$ cat src/rtl/rete_ricomposizione_byte_pkg.sv
// Shared definitions for the nibble-to-byte reassembly path: FSM state
// encoding and datapath widths.
package rete_ricomposizione_byte_pkg;

    localparam int NIB_W  = 4;
    localparam int BYTE_W = 8;

    typedef enum logic [1:0] {
        S_PRIMO   = 2'b00,
        S_SECONDO = 2'b01,
        S_USCITA  = 2'b10
    } stato_t;

endpackage

$ cat src/rtl/rete_ricomposizione_byte_calcolo_parita.sv
// Even-parity checker over a byte plus its parity bit; err_o=1 flags a mismatch.
module calcolo_parita
    import rete_ricomposizione_byte_pkg::*;
(
    input  logic [BYTE_W-1:0] byte_i,
    input  logic              p_i,
    output logic              err_o
);

    assign err_o = ^{byte_i, p_i};

endmodule

$ cat src/rtl/rete_ricomposizione_byte.sv
// Reassembles pairs of 4-bit nibbles into bytes across two valid/ready links,
// counts delivered bytes, and checks parity when PARITY_CHK_EN is defined.
module rete_ricomposizione_byte
    import rete_ricomposizione_byte_pkg::*;
#(
    parameter int HI_FIRST = 1
) (
    input  logic              clock,
    input  logic              reset,
    input  logic [NIB_W-1:0]  x3_x0,
    input  logic              p_in,
    input  logic              dav_in,
    output logic              rfd_in,
    output logic [BYTE_W-1:0] z7_z0,
    output logic              dav_out,
    input  logic              rfd_out,
    output logic              err,
    output logic [BYTE_W-1:0] n_byte
);

    // Handshake: a nibble moves on a rising edge with dav_in & rfd_in, a byte
    // on a rising edge with dav_out & rfd_out; the data must be held stable
    // while its valid is high, and both ready/valid outputs depend on state only.

    stato_t              stato_q;
    logic [BYTE_W-1:0]   byte_q, byte_d;
    logic [BYTE_W-1:0]   n_byte_q, n_byte_d;
    logic                err_q, err_d;

    generate
        if (HI_FIRST != 0) begin : g_hi_first
            assign byte_d = {byte_q[BYTE_W-1:NIB_W], x3_x0};
        end else begin : g_lo_first
            assign byte_d = {x3_x0, byte_q[NIB_W-1:0]};
        end
    endgenerate

`ifdef PARITY_CHK_EN
    calcolo_parita u_calcolo_parita (
        .byte_i (byte_d),
        .p_i    (p_in),
        .err_o  (err_d)
    );
`else
    logic p_in_unused;
    assign p_in_unused = p_in;
    assign err_d       = 1'b0;
`endif

    assign n_byte_d = n_byte_q + 8'd1;

    always_ff @(posedge clock or posedge reset) begin
        if (reset) begin
            stato_q  <= S_PRIMO;
            byte_q   <= '0;
            err_q    <= 1'b0;
            n_byte_q <= '0;
        end else begin
            case (stato_q)
                S_PRIMO: begin
                    if (dav_in) begin
                        if (HI_FIRST != 0) byte_q[BYTE_W-1:NIB_W] <= x3_x0;
                        else               byte_q[NIB_W-1:0]      <= x3_x0;
                        stato_q <= S_SECONDO;
                    end
                end
                S_SECONDO: begin
                    if (dav_in) begin
                        byte_q  <= byte_d;
                        err_q   <= err_d;
                        stato_q <= S_USCITA;
                    end
                end
                S_USCITA: begin
                    // byte_q and err_q stay frozen until the consumer takes the byte
                    if (rfd_out) begin
                        n_byte_q <= n_byte_d;
                        err_q    <= 1'b0;
                        stato_q  <= S_PRIMO;
                    end
                end
                default: stato_q <= S_PRIMO;
            endcase
        end
    end

    assign rfd_in  = (stato_q == S_PRIMO) || (stato_q == S_SECONDO);
    assign dav_out = (stato_q == S_USCITA);
    assign z7_z0   = byte_q;
    assign err     = err_q;
    assign n_byte  = n_byte_q;

endmodule

$ cat config.mk
export PLATFORM = sky130hd
export DESIGN_NAME = rete_ricomposizione_byte
export DESIGN_NICKNAME = d
export VERILOG_FILES = /design/src/rtl/rete_ricomposizione_byte_pkg.sv /design/src/rtl/rete_ricomposizione_byte_calcolo_parita.sv /design/src/rtl/rete_ricomposizione_byte.sv
export SDC_FILE = /design/constraint.sdc
export NUM_CORES = 1
export LEC_CHECK = 0
export CAP_MARGIN = 25
export CORE_UTILIZATION = 40
export DETAILED_ROUTE_END_ITERATION = 6
export PLACE_DENSITY = 0.72
export SLEW_MARGIN = 5
export SYNTH_ARGS = -nofsm -noshare
export SYNTH_HDL_FRONTEND = slang
export SYNTH_HIERARCHICAL = 1
export SYNTH_SLANG_ARGS = --single-unit
$ cat constraint.sdc
create_clock -name clock -period 3.6 [get_ports clock]
set_clock_uncertainty 0.05 [all_clocks]
set_input_delay 0.9 -clock clock [delete_from_list [all_inputs] [get_ports clock]]
set_output_delay 0.9 -clock clock [all_outputs]
set_load 0.005 [all_outputs]
Word level (Yosys, flattened, before mapping)
Cells that the tools add are included.
- flip-flop bits (word level): 19
- input bits: 9
- output and inout bits: 19
- word-level logic and storage cells: 31
- add/subtract/negate cells: 1
- equal/unequal tests: 5
- multiplexer cells: 10
- bitwise operators: 2
- reductions and logical operators: 8
- operator list (cell ; count):
    case mux 8 bit (2 select lines) ; 1
    AND reduction 3 bit ; 4
    adder 8 x 1 -> 8 bit, second input constant ; 1
    2-to-1 mux 8 bit ; 1
    2-to-1 mux 2 bit ; 3
    case mux 2 bit (3 select lines) ; 1
    2-to-1 mux 4 bit ; 1
    != test 2 bit, second input constant ; 2
    equality test 2 x 1 -> 1 bit, second input constant ; 1
    equality test 2 bit, second input constant ; 1
    zero test 2 bit ; 1
    2-to-1 mux 1 bit ; 2
    != test 2 x 1 -> 1 bit, second input constant ; 1
    NOT 1 bit ; 2
    case mux 1 bit (2 select lines) ; 1
    AND reduction 2 bit ; 1
    nonzero test 2 bit ; 1
    logical OR 1 bit ; 1

Depth between registers and ports, before layout
Gate-level depths: netlist (run 1).
- depth after elaboration: 3
- mapped depth: 4
- gate-level depth less buffers: 4

Worst setup path after synthesis (run 1)
OpenSTA, ideal clock, no wires.
- path kind: input port to flip-flop
- from: in dav_in
- to: reg byte_q[4], in the netlist z7_z0[4]
- setup time: 0.125 ns
- arrival: 1.507 ns
- data required time: 3.425 ns
- slack: 1.918 ns
- cell stages on the path: 2
- path buffers: 0
- cells stage by stage: nor3b_2 -> mux2_2
- longest elaborated chain between the ends: 1
- ends and longest elaborated chain (element ; RTL line ; RTL):
    start: declaration ; rete_ricomposizione_byte.sv:12 ; input logic dav_in,
    AND reduction 3 bit (no line) ; n/a ;
    end signal: assignment ; rete_ricomposizione_byte.sv:69 ; byte_q <= byte_d;
    end: declaration ; rete_ricomposizione_byte.sv:26 ; logic [BYTE_W-1:0] byte_q, byte_d;
Every way passes these cells.
A chain may end at the register's enable or synchronous reset.

Worst setup path in the final report (run 1)
- from: reg stato_q[0]
- to: out dav_out
- longest elaborated chain between the ends: 1
- ends and longest elaborated chain (element ; RTL line ; RTL):
    start: declaration ; rete_ricomposizione_byte.sv:25 ; stato_t stato_q;
    start signal: assignment ; rete_ricomposizione_byte.sv:54 ; stato_q <= S_PRIMO;
    start signal: assignment ; rete_ricomposizione_byte.sv:64 ; stato_q <= S_SECONDO;
    start signal: assignment ; rete_ricomposizione_byte.sv:71 ; stato_q <= S_USCITA;
    equality test 2 bit ; rete_ricomposizione_byte.sv:88 ; assign dav_out = (stato_q == S_USCITA);
    end: declaration ; rete_ricomposizione_byte.sv:15 ; output logic dav_out,
Every way passes these cells.

==> key figures, run 1 <==
Power
  • Leak Pwr: about 0.49 nW
  • Pwr Total: 0.803 mW
  • Peak VDD IR: just under 400 µV
  • Pwr Density: between 700 and 800 nW/µm²

Routing
  • Vias: 521
  • DR vias/cell: 4.69
  • Final ANT Viol Nets: 0
  • DRC errors left: 0
  • WL final: 1410 µm
  • DRT iter0 DRCs: 3
  • Initial DRT Pass Iterations: 5
  • Wire per inst: around 13 µm

Worst setup path
  • CP Capture Point: dav_out
  • R2r worst-path depth: 2
  • Worst EP required: 2650 ps
  • Reg2reg end: z7_z0[7]$_DFFE_PP0P_
  • CP Launch Point: stato_q[0]$_DFFE_PP0P_
  • Worst reg-to-reg setup slack: between 2000 and 2500 ps
  • Critical path startpoint category: flip-flop
  • Worst r2r src: stato_q[0]$_DFFE_PP0P_
  • CP arrival: 1570 ps
  • Crit-path max FO: 6
  • Worst Setup End Kind: primary output
  • Critical path type: reg2out

Clock network
  • Clock Latency Late Sink: 290 ps
  • Post-CTS resize count: 0
  • CTS buffer count: 3
  • CTS tree: done
  • Clock sink count: 18
  • CTS clk-pin slew, worst paths: roughly 90 ps
  • Root buf cell: clkbuf_4
  • Maximum root-to-sink buffer count: 2
  • Cts-stage hold buffer count: 0
  • H-Tree Depth: 1
  • Total setup buffers inserted after CTS: 0

STA
  • Setup_tns: 0 ps
  • Period utilization: 0.701
  • RSZ-0062 raised after global routing: false
  • Final setup viols: 0
  • Period minus WS final: roughly 2500 ps
  • Fin. Hold Viols: 0
  • Maximum clock rate: just under 0.4 GHz
  • Tightest Pin Transition: 630 ps
  • Final hold slack: approximately 420 ps
  • Max-slew violation count: 0
  • Slew Limit Headroom: 0.579

Die
  • Chip Height: 46.5 µm
  • Core box area: roughly 1800 µm²
  • Die X-Extent: between 40 and 50 µm
  • Die footprint: roughly 2200 µm²
  • Initial cell density of the core: 0.444
  • Num ports: 28
  • Rows: 15

Synth
  • Most common cell in the netlist: dfrtp_1
  • Post-synth top cells: dfrtp_1, mux2_2, xnor2_1, xor2_1
  • Syn Nets: between 60 and 70
  • Top cells by area, synth: dfrtp_1, mux2_2, xnor2_1, xor2_1, nand4b_4
  • Synthesized area: between 700 and 800 µm²
  • Top cell type's share of synthesized area: 0.570
  • Mapped Cells: 58
  • Synth warn: 6
  • Async SR Flop Fraction: 1.00
  • Post-synth EDFFs: 0
  • Mean Syn Cell Area: between 10 and 15 µm²
  • Area leader, netlist: dfrtp_1
  • Register area share after synthesis: 0.570
  • Seq cells post-synth: 18
  • Top FF cell, synth: dfrtp_1
  • Unique masters post-synth: 21

Global route
  • GRT Residual Overflow: 0
  • Largest net degree at the start of global routing: 19
  • Global-route wire length before repair: approximately 2400 µm
  • Antenna violations before repair: 0
  • Number of global-route vias before repair: 520
  • GRT Total Usage: 0.170

Job
  • Max cap viols: 0

Layout
  • Non-filler cells, final: 111
  • Layout cells sized above 1: 0.221
  • Ant diodes: 0
  • Layout area overhead: 39.2%
  • Final net count: a little under 100

Place
  • GPL Wtd Cong: 0.686
  • Placed Cells: 107
  • I/O Buffers: 25
  • DP Wirelength: about 1100 µm

Worst hold path
  • Hold Crit Class: reg2reg
  • Hold Crit Depth: 1

Outcome
  • Status: complete, no violations
## worst max-delay path, cell delays in order, from the launching register on
cell and delay [ps]:
dfrtp_1 480, and2b_1 290, clkdlybuf4s50_1 510
## layout make-up
| type | instances | area [µm²] |
|---|---|---|
| Sequential cell | 18 | 450 |
| Multi-Input combinational cell | 37 | 325 |
| Fill cell | 148 | 682 |
| Tap cell | 25 | 31.3 |
| Timing Repair Buffer | 25 | 250 |
| Inverter | 2 | 7.51 |
| Clock buffer | 4 | 36.3 |
## worst min path at each step
| stage | from | endpoint |
|---|---|---|
| after floorplan | n_byte[7]$_DFFE_PP0P_ | n_byte[7]$_DFFE_PP0P_ |
| after global placement | n_byte[7]$_DFFE_PP0P_ | n_byte[7]$_DFFE_PP0P_ |
| after detailed placement | n_byte[7]$_DFFE_PP0P_ | n_byte[7]$_DFFE_PP0P_ |
| after CTS | n_byte[7]$_DFFE_PP0P_ | n_byte[7]$_DFFE_PP0P_ |
| after global routing | n_byte[7]$_DFFE_PP0P_ | n_byte[7]$_DFFE_PP0P_ |
| final | n_byte[7]$_DFFE_PP0P_ | n_byte[7]$_DFFE_PP0P_ |
## cell usage in the layout (no fill, tap or decap), types with 2 or more instances in the layout
master | synthesis | layout
xor2_1 | 4 | 4
clkbuf_4 | 0 | 3
nor2_1 | 3 | 3
dfrtp_1 | 18 | 18
nand2_1 | 3 | 3
xnor2_1 | 4 | 4
nand4_1 | 2 | 2
mux2_2 | 8 | 8
inv_1 | 2 | 2
nor3_2 | 2 | 2
clkdlybuf4s50_1 | 0 | 25
## power by group
part           leakage, nW  internal, mW  total [mW]  switching, mW
Clock               0.0210        0.0616       0.118         0.0561
Combinational        0.244         0.225       0.331          0.106
Sequential           0.226         0.280       0.355         0.0742
Total                0.490         0.567       0.803          0.236
## stage by stage
step | worst slack [ps] | area, µm² | util
final | 1080 | 1100 | 0.618
after global routing | 993 | 1100 | 0.618
after CTS | 1060 | 1100 | 0.618
after detailed placement | 1230 | 1060 | 0.597
after global placement | 1250 | 1060 | 0.597
after floorplan | 1920 | 791 | -
## flip-flops by register name (all words and copies together), names as in the netlist
signal,flops
n_byte,8
z7_z0,8
stato_q,2
## layer usage
layer | routed length (µm) | vias to the layer above | track usage
met5 | 0 | - | 0
met4 | 12 | 0 | 0.0529
met3 | 73 | 2 | 0.0745
met2 | 714 | 15 | 0.267
met1 | 608 | 254 | 0.208
li1 | - | 250 | -
## cell families after synthesis
group	share of synthesized area
and+or+nand+nor	0.160
DFF	0.570
buffers and inverters	0.0190
xor gates and xnor gates	0.0886
muxes	0.133
adders and majority gates	0.0158
other	0.00474
AOI/OAI and AO/OA	0.00950
No activity file was read; power rests on OpenSTA's default activity.
==> run 2, diff against run 1 <==
==> constraint.sdc (replaced) <==
create_clock -name clock -period 2.4 [get_ports clock]
set_clock_uncertainty 0.05 [all_clocks]
set_input_delay 0.6 -clock clock [delete_from_list [all_inputs] [get_ports clock]]
set_output_delay 0.6 -clock clock [all_outputs]
set_load 0.005 [all_outputs]
==> run 2 against run 1 <==
Final area is the same. Power grew 50%. Wire length grew 0.92%. Sequential share of layout area is the same. Worst setup slack lost 900 ps. Critical endpoint unchanged.
==> key figures, run 2 (synthesis results as in run 1) <==
Worst setup path
  • Worst Setup End Kind: primary output
  • CP arrival: 1570 ps (about the same)
  • Worst reg-to-reg setup slack: 1000 ps (-1210 ps)
  • Critical path type: reg2out
  • Critical path startpoint category: flip-flop
  • Largest stage delay, worst path: 520 ps (about the same)
  • Worst EP required: 1750 ps (-900 ps)
  • Crit-path max FO: 6 (unchanged)
  • R2r worst-path depth: 2 (unchanged)
  • Crit-path cells: and2b_1, clkdlybuf4s50_1
  • Buffers & Inverters on Critical Path: 1 (unchanged)
  • CP max stage cell: clkdlybuf4s50_1
  • CP top delay family: buffers and inverters
  • Worst r2r src: stato_q[0]$_DFFE_PP0P_
  • Reg2reg end: z7_z0[7]$_DFFE_PP0P_

STA
  • Final setup viols: 0 (unchanged)
  • Tightest Pin Transition: 644 ps (+13.3 ps)
  • Period utilization: 0.927
  • Fin. Hold Viols: 0 (unchanged)
  • RSZ-0062 raised after global routing: false
  • Final hold slack: 418 ps (+1.18 ps)
  • Max-slew violation count: 0 (unchanged)
  • Slew Limit Headroom: 0.570 (-0.00888)
  • Setup_tns: 0 ps (unchanged)
  • Maximum clock rate: ~0.45 GHz
  • Period minus WS final: ~2200 ps

Die
  • Die X-Extent: 46.5 µm (unchanged)
  • Initial cell density of the core: 0.444 (unchanged)
  • Rows: 15 (unchanged)
  • Core box area: 1780 µm² (unchanged)
  • Num ports: 28 (unchanged)
  • Chip Height: 46.5 µm (unchanged)
  • Die footprint: 2160 µm² (unchanged)

Clock network
  • Clock sink count: 18 (unchanged)
  • CTS buffer count: 3 (unchanged)
  • CTS clk-pin slew, worst paths: 90 ps (about the same)
  • Post-CTS resize count: 0 (unchanged)
  • H-Tree Depth: 1 (unchanged)
  • Cts-stage hold buffer count: 0 (unchanged)
  • Total setup buffers inserted after CTS: 0 (unchanged)
  • Root buf cell: clkbuf_4
  • Clock Latency Late Sink: 280 ps (about the same)
  • Maximum root-to-sink buffer count: 2 (unchanged)
  • CTS tree: done

Routing
  • DR vias/cell: 4.65 (-0.96%)
  • DRC errors left: 0 (unchanged)
  • WL final: 1420 µm (+0.92%)
  • Final ANT Viol Nets: 0 (unchanged)
  • DRT iter0 DRCs: 2 (-1)
  • Vias: 516 (-0.96%)
  • Wire per inst: 12.8 µm (+0.92%)
  • Initial DRT Pass Iterations: 2 (-3)

Worst hold path
  • Hold Crit Depth: 1 (unchanged)
  • Hold Crit Class: reg2reg
  • Hold Path End: n_byte[7]$_DFFE_PP0P_
  • Hold_sp: n_byte[7]$_DFFE_PP0P_

Layout
  • Fillers: 163 (+10%)
  • Final net count: 97 (unchanged)
  • Commonest non-fill, non-tap cell in the layout: clkdlybuf4s50_1
  • Ant diodes: 0 (unchanged)
  • Design area: 1100 µm² (unchanged)
  • Storage element area: 450 µm² (unchanged)
  • Layout area overhead: 39.2% (unchanged)
  • Layout cells sized above 1: 0.221 (unchanged)
  • Most frequent cells in the layout: clkdlybuf4s50_1, dfrtp_1, mux2_2
  • Multi-input gate area: 325 µm² (unchanged)

Global route
  • Met3 Use GR: 0.0588 (-0.0157)
  • GRT Total Usage: 0.168 (-0.00191)
  • Largest net degree at the start of global routing: 19 (unchanged)
  • Met2 global-route usage: 0.275 (+0.00833)
  • Antenna violations before repair: 0 (unchanged)
  • Global-route wire length before repair: 2370 µm (-2.6%)
  • GRT Residual Overflow: 0 (unchanged)
  • Gr busiest metal: met2
  • Met1 Track Usage GR: 0.190 (-0.0183)
  • Number of global-route vias before repair: 536 (+3.1%)

Outcome
  • Status: complete, no violations

Power
  • Sw Pwr: 0.352 mW (+49%)
  • Switching fraction of total power: 0.293 (-0.000974)
  • Clk pwr share: 0.146 (about the same)
  • Pwr Density: 1090 nW/µm² (+50%)
  • Int Pwr: 0.851 mW (+50%)
  • Peak VDD IR: 556 µV (+43%)
  • Logic gate share of total power: 0.411 (about the same)
  • Seq pwr share: 0.443 (+0.002)
  • Leak Pwr: 0.490 nW (unchanged)

Place
  • I/O Buffers: 25 (unchanged)
  • DP Wirelength: 1110 µm (-2.9%)
  • GPL Wtd Cong: 0.686 (about the same)
  • Dpl cell area: 1060 µm² (unchanged)

Job
  • Max cap viols: 0 (unchanged)
[run 2: cell counts in the layout (fill, tap and decap cells not counted)]
No cell type changed its count.
[run 2: routing by layer]
metal,part of all wire,up-vias
li1,-,251
met1,0.43,254
met2,0.52,9
met3,0.030,2
met4,0.013,0
met5,0,-
[run 2: power groups by stage]
stage	combinational [mW]	sequential, mW	clock, mW
finish	0.494	0.533	0.176
global route	0.534	0.555	0.202
CTS	0.505	0.537	0.187
detailed placement	0.500	0.542	0
global placement	0.490	0.529	0
floorplan	0.214	0.530	0
[run 2: layout make-up]
type / instances / share of cell area
Tap cell: 25 / 0.0284
Inverter: 2 / 0.00682
Timing Repair Buffer: 25 / 0.227
Clock buffer: 4 / 0.0330
Sequential cell: 18 / 0.409
Multi-Input combinational cell: 37 / 0.295
[run 2: how the worst max path moves through the flow]
stage | start | end | cells past startpoint
after CTS | stato_q[0]$_DFFE_PP0P_ | dav_out | 2
after detailed placement | dav_in | z7_z0[7]$_DFFE_PP0P_ | 3
final | stato_q[0]$_DFFE_PP0P_ | dav_out | 2
after global placement | dav_in | z7_z0[7]$_DFFE_PP0P_ | 3
after floorplan | dav_in | z7_z0[4]$_DFFE_PP0P_ | 2
after global routing | stato_q[0]$_DFFE_PP0P_ | dav_out | 2
[run 2: metrics by stage]
| step | setup slack (ps) | std cells | util | power (mW) |
|---|---|---|---|---|
| after floorplan | 1020 | 58 | - | 0.744 |
| after global placement | 355 | 107 | 0.597 | 1.02 |
| after detailed placement | 304 | 107 | 0.597 | 1.04 |
| after CTS | 152 | 111 | 0.618 | 1.23 |
| after global routing | 92.4 | 111 | 0.618 | 1.29 |
| final | 176 | 111 | 0.618 | 1.20 |
==> run 3, diff against run 2 <==
--- a/config.mk
+++ b/config.mk
@@ -14,3 +14,4 @@
 export SYNTH_HDL_FRONTEND = slang
 export SYNTH_HIERARCHICAL = 1
 export SYNTH_SLANG_ARGS = --single-unit
+export TNS_END_PERCENT = 100
==> results of run 3 <==
No change in the layout: final DEF, timing and power equal those of run 2.
